==> config.mk <==
export PLATFORM = sky130hd
export DESIGN_NAME = lsu_stage
export DESIGN_NICKNAME = d
export VERILOG_FILES = /design/src/rtl/lsu_stage.sv
export SDC_FILE = /design/constraint.sdc
export NUM_CORES = 1
export LEC_CHECK = 0
export CAP_MARGIN = 25
export CORE_UTILIZATION = 28
export DETAILED_ROUTE_END_ITERATION = 8
export PLACE_DENSITY = 0.55
export SYNTH_ARGS = -nofsm -noshare
export SYNTH_HDL_FRONTEND = slang
export SYNTH_SLANG_ARGS = --single-unit
export TNS_END_PERCENT = 20
==> constraint.sdc <==
create_clock -name clk -period 2 [get_ports clk]
set_clock_uncertainty 0.05 [all_clocks]
set_input_delay 0.4 -clock clk [delete_from_list [all_inputs] [get_ports clk]]
set_output_delay 0.4 -clock clk [all_outputs]
set_load 0.02 [all_outputs]
==> src/rtl/lsu_stage.sv <==
// Memory-stage load/store unit: turns one execute request into a word-aligned req/gnt/rvalid
// transaction and returns extended load data. Optional counters under LSU_PERF_CNT_EN.
module lsu_stage #(
  parameter int unsigned AWIDTH    = 32,
  parameter int unsigned DWIDTH    = 32,
  parameter logic [31:0] DMEM_BASE = 32'h0200_0000
) (
  input  logic              clk,
  input  logic              rst,
  input  logic              req_valid_i,
  output logic              req_ready_o,
  input  logic              is_store_i,
  input  logic [2:0]        funct3_i,
  input  logic [AWIDTH-1:0] addr_i,
  input  logic [DWIDTH-1:0] wdata_i,
  input  logic [4:0]        rd_i,
  output logic              mem_req_o,
  output logic              mem_we_o,
  output logic [AWIDTH-1:0] mem_addr_o,
  output logic [3:0]        mem_be_o,
  output logic [DWIDTH-1:0] mem_wdata_o,
  input  logic              mem_gnt_i,
  input  logic              mem_rvalid_i,
  input  logic [DWIDTH-1:0] mem_rdata_i,
  output logic              wb_valid_o,
  output logic [4:0]        wb_rd_o,
  output logic [DWIDTH-1:0] wb_data_o,
  output logic              misalign_o,
  output logic              busy_o,
  output logic [31:0]       perf_loads_o,
  output logic [31:0]       perf_stores_o,
  output logic [31:0]       perf_stall_o
);

  typedef enum logic [1:0] {StIdle, StReq, StWaitR, StResp} state_e;

  state_e state_q, state_d;

  logic [AWIDTH-1:0] addr_q;
  logic [2:0]        funct3_q;
  logic [DWIDTH-1:0] wdata_q;
  logic [4:0]        rd_q;
  logic              is_store_q;
  logic              misalign_q;
  logic [DWIDTH-1:0] wb_data_q;
  logic [4:0]        wb_rd_q;

  logic              accept;
  logic              misalign_in;
  logic              load_capture;
  logic [3:0]        be_lane;
  logic [DWIDTH-1:0] wdata_lane;
  logic [DWIDTH-1:0] rdata_shifted;
  logic [DWIDTH-1:0] load_ext;

  // addr_i is already absolute, so the base address only documents the memory map
  logic unused_base;
  assign unused_base = ^DMEM_BASE;

  assign accept = req_valid_i && (state_q == StIdle);
  assign misalign_in = ((funct3_i[1:0] == 2'b01) && addr_i[0]) ||
                       (funct3_i[1] && (addr_i[1:0] != 2'b00));
  assign load_capture = !is_store_q && mem_rvalid_i &&
                        (((state_q == StReq) && mem_gnt_i) || (state_q == StWaitR));

  // State register
  always_ff @(posedge clk or negedge rst) begin
    if (!rst) begin
      state_q <= StIdle;
    end else begin
      state_q <= state_d;
    end
  end

  // Next-state logic
  always_comb begin
    state_d = state_q;
    unique case (state_q)
      StIdle: begin
        if (accept && !misalign_in) state_d = StReq;
      end
      StReq: begin
        if (mem_gnt_i) begin
          if (is_store_q)        state_d = StIdle;
          else if (mem_rvalid_i) state_d = StResp;
          else                   state_d = StWaitR;
        end
      end
      StWaitR: begin
        if (mem_rvalid_i) state_d = StResp;
      end
      StResp: state_d = StIdle;
      default: state_d = StIdle;
    endcase
  end

  // Output logic
  always_comb begin
    req_ready_o = (state_q == StIdle);
    busy_o      = (state_q != StIdle);
    mem_req_o   = (state_q == StReq);
    mem_we_o    = (state_q == StReq) && is_store_q;
    mem_addr_o  = '0;
    mem_be_o    = '0;
    mem_wdata_o = '0;
    if (state_q == StReq) begin
      mem_addr_o  = {addr_q[AWIDTH-1:2], 2'b00};
      mem_be_o    = be_lane;
      mem_wdata_o = wdata_lane;
    end
    wb_valid_o  = (state_q == StResp);
    wb_rd_o     = wb_rd_q;
    wb_data_o   = wb_data_q;
    misalign_o  = misalign_q;
  end

  // Byte lanes; funct3 2'b11 is treated as a word access
  always_comb begin
    be_lane    = 4'b1111;
    wdata_lane = wdata_q;
    if (funct3_q[1:0] == 2'b00) begin
      be_lane    = 4'b0001 << addr_q[1:0];
      wdata_lane = {4{wdata_q[7:0]}};
    end else if (funct3_q[1:0] == 2'b01) begin
      be_lane    = 4'b0011 << {addr_q[1], 1'b0};
      wdata_lane = {2{wdata_q[15:0]}};
    end
  end

  assign rdata_shifted = mem_rdata_i >> {addr_q[1:0], 3'b000};

  always_comb begin
    load_ext = rdata_shifted;
    if (funct3_q[1:0] == 2'b00) begin
      load_ext = funct3_q[2] ? {24'b0, rdata_shifted[7:0]}
                             : {{24{rdata_shifted[7]}}, rdata_shifted[7:0]};
    end else if (funct3_q[1:0] == 2'b01) begin
      load_ext = funct3_q[2] ? {16'b0, rdata_shifted[15:0]}
                             : {{16{rdata_shifted[15]}}, rdata_shifted[15:0]};
    end
  end

  always_ff @(posedge clk or negedge rst) begin
    if (!rst) begin
      addr_q     <= '0;
      funct3_q   <= '0;
      wdata_q    <= '0;
      rd_q       <= '0;
      is_store_q <= 1'b0;
      misalign_q <= 1'b0;
      wb_data_q  <= '0;
      wb_rd_q    <= '0;
    end else begin
      if (accept) begin
        addr_q     <= addr_i;
        funct3_q   <= funct3_i;
        wdata_q    <= wdata_i;
        rd_q       <= rd_i;
        is_store_q <= is_store_i;
      end
      misalign_q <= accept && misalign_in;
      if (load_capture) begin
        wb_data_q <= load_ext;
        wb_rd_q   <= rd_q;
      end
    end
  end

`ifdef LSU_PERF_CNT_EN
  logic [31:0] perf_loads_q, perf_stores_q, perf_stall_q;

  always_ff @(posedge clk or negedge rst) begin
    if (!rst) begin
      perf_loads_q  <= '0;
      perf_stores_q <= '0;
      perf_stall_q  <= '0;
    end else begin
      if (state_q == StResp) perf_loads_q <= perf_loads_q + 32'd1;
      if ((state_q == StReq) && mem_gnt_i && is_store_q) perf_stores_q <= perf_stores_q + 32'd1;
      if (state_q != StIdle) perf_stall_q <= perf_stall_q + 32'd1;
    end
  end

  assign perf_loads_o  = perf_loads_q;
  assign perf_stores_o = perf_stores_q;
  assign perf_stall_o  = perf_stall_q;
`else
  assign perf_loads_o  = '0;
  assign perf_stores_o = '0;
  assign perf_stall_o  = '0;
`endif

endmodule

==> impl_metrics.py <==
metrics = {
    "clocking": {
        "cts_max_level": 4,
        "clockRootBuffer": "clkbuf_16",
        "cts.sinks": 113,
        "clockBufferDepth": 2,
        "path_clk_slew_ns": 0.06,
        "insertion_delay_ns": 0.41,
        "cts_tree": "yes",
        "numCtsBuffers": 17,
    },
    "final_layout": {
        "final_util_pct": 41.62,
        "multiInputGateArea_mm2": 0.003115,
        "finalNetCount": 981,
        "fin_cells": 1169,
        "area_growth_pct": 45.58,
        "seq_area_mm2": 0.002830,
        "drive_gt1_share_pct": 27.94,
        "n_fill_cell": 2250,
        "antennaDiodeCount": 0,
    },
    "yosys": {
        "synthArstFlopShare_pct": 100.0,
        "ys_seq_elements": 113,
        "seq_area_frac_synth_pct": 43.69,
        "netlist_area_mm2": 0.006472,
        "synth_area_leaders": "dfrtp_1, buf_4, mux2_4",
        "yosysWarnings": 0,
        "synthFlopType": "dfrtp_1",
        "synth_top_area_share_pct": 43.69,
        "synthCells": 622,
        "synth_edf_count": 0,
        "syn_area_per_cell_um2": 10.41,
        "synth_top_area_cell": "dfrtp_1",
        "ys_types": 39,
    },
    "pwr": {
        "ir_worst_vdd_mv": 0.6926,
        "powerDensity_mw_per_mm2": 1746,
        "p_leak_nw": 4.360,
    },
    "global_route": {
        "antenna_found_initial": 0,
        "grt_max_degree": 45,
        "gr-usage-met3_pct": 5.862,
        "grt_pass1_wl_um": 29510,
        "busiest_layer": "met2",
        "grt.overflow.total": 0,
        "grt_pass1_vias": 5099,
        "use_met2_pct": 26.47,
        "global_route.usage.met1_pct": 20.21,
        "grt_usage_pct": 16.40,
    },
    "setup_path": {
        "cp_max_fo": 5,
        "critPathLaunchType": "register",
        "worstPathRequired_ns": 1.55,
        "rrSetupSlack_ns": 0.26,
        "worstSetupPathType": "register to output port",
        "worst_setup_path_end_kind": "output port",
        "cp.arrival_ns": 1.66,
    },
    "timing": {
        "final_hold_viol_count": 0,
        "period_minus_slack_ns": 2.107,
        "setup_viol": 17,
        "fin_hold_ws_ns": 0.2970,
        "timing.final.crit_share_pct": 105.4,
        "drv_slew": 0,
        "layout_setup_ws_ns": -0.1070,
        "rsz0062_at_grt": "true",
        "setup_tns_ns": -0.7659,
        "max_clock_freq_mhz": 474.6,
    },
    "worst_hold_path": {
        "holdCritPathClass": "primary input to asynchronous set/reset pin",
    },
    "placement": {
        "gp_congestion": 0.8065,
        "placed_cells": 1135,
        "hpwlAfterDp_um": 13950,
        "port_buffers": 218,
        "pre_cts_ws_ns": -0.1729,
    },
    "floorplanning": {
        "io_pins": 317,
        "row_count": 55,
        "die_x_um": 154.0,
        "initial_core_util_pct": 28.59,
        "die-area_mm2": 0.02373,
        "design.core.area_mm2": 0.02264,
        "fp.dieH_um": 154.0,
    },
    "routing": {
        "wl_um": 18920,
        "antenna_left": 0,
        "via_per_inst": 4.317,
        "num_vias": 5046,
        "first_pass_iters": 4,
        "drtIter0Drc": 236,
        "wl_per_cell_um": 16.18,
        "drc": 0,
    },
    "run_status": {
        "violations": "negative setup slack",
        "outcome": "finished, violations left",
    },
    "job": {
        "drv_cap": 0,
    },
}
## final timing paths
| kind | startpoint | end | cells past startpoint |
|---|---|---|---|
| worst max-delay path | funct3_q[0] | mem_wdata_o[29] | 6 |
| worst min-delay path | rst | addr_q[15] | 2 |
| worst max register to register | addr_q[0] | wb_data_o[18] | 5 |
| worst min register to register | rd_q[2] | wb_rd_o[2] | 2 |
| max in group asynchronous | rst | wdata_q[12] | 3 |
| min in group clk | rd_q[2] | wb_rd_o[2] | 2 |
## metal layers
layer	routed length (um)	vias up	part of all wire [%]
li1	-	2393	-
met1	8148	2398	43
met2	8991	234	48
met3	1517	21	8.0
met4	264	0	1.4
met5	0	-	0
## registers in the layout, summed over array words and instances (netlist names), named ones only
register    count
wb_data_o      32
funct3_q        3
addr_q         32
wb_rd_o         5
misalign_o      1
rd_q            5
state_q         1
wdata_q        32
is_store_q      1
## cell usage after synthesis (2+ instances only)
master	n
inv_1	5
a22o_1	7
nor2_2	2
mux2_4	35
a21o_1	2
o21ai_0	14
nor2_1	47
clkbuf_1	10
o211ai_1	7
buf_4	99
buf_1	3
mux2i_1	32
mux2_2	44
nand2b_1	5
a21oi_1	38
buf_6	5
dfrtp_1	113
nand2_1	66
buf_2	18
and2_1	41
nor2b_1	3
o22a_1	8
nand3b_1	2
## cell families after synthesis
family | after synthesis | synth area share, %
xor gates and xnor gates | 1 | 0.1353
buffers and inverters | 140 | 14.79
other | 1 | 0.05794
DFF | 113 | 43.69
AOI/OAI and AO/OA | 83 | 8.158
and+or+nand+nor | 173 | 12.45
muxes | 111 | 20.72
## report_power, final
part           internal (mW)  switching, mW  leakage [nW]
combinational           4.39           4.56          2.72
sequential              3.45          0.800          1.34
clock                   2.05           1.21         0.297
## final cells by class
cell class / instances / area share, %
flip-flops and latches: 113 / 30.04
repair buffers: 268 / 26.26
well taps: 285 / 3.784
clock inverters: 13 / 1.846
multi-input cells: 466 / 33.06
inverters: 5 / 0.1992
clock buffers: 19 / 4.807
## stage by stage
step | cell area (um^2) | power [mW]
after global placement | 8926 | 13.54
final | 9423 | 16.45
after CTS | 9423 | 16.61
after global routing | 9423 | 17.51
after floorplan | 6837 | 9.560
after detailed placement | 8926 | 13.55
## cells in the final DEF, fill, tap and decap left out, drive strengths merged, types with 7 or more instances in the layout
master,instances
clkdlybuf4s50,146
nand2,66
buf,114
o22a,8
clkbuf,20
conb,98
dfrtp,113
o211ai,7
inv,9
a21oi,38
mux2,79
mux2i,32
and2,41
a22o,7
nor2,49
o21ai,14
## critical path: stages, from the launching register on
cell	delay, ns
dfrtp_2	0.45
buf_6	0.15
mux2i_4	0.18
nor2_1	0.09
a21oi_1	0.05
nor2_1	0.15
buf_4	0.17
## timing repair
action                     in CTS  in global routing
cloned                          0                  0
buffers inserted                1                  1
hold endpoints to repair       25                  0
pin swaps                       1                  0
hold buffers                    1                  0
setup endpoints to repair      71                 52
resized for setup             304                 29
No activity file was read; power rests on OpenSTA's default activity.
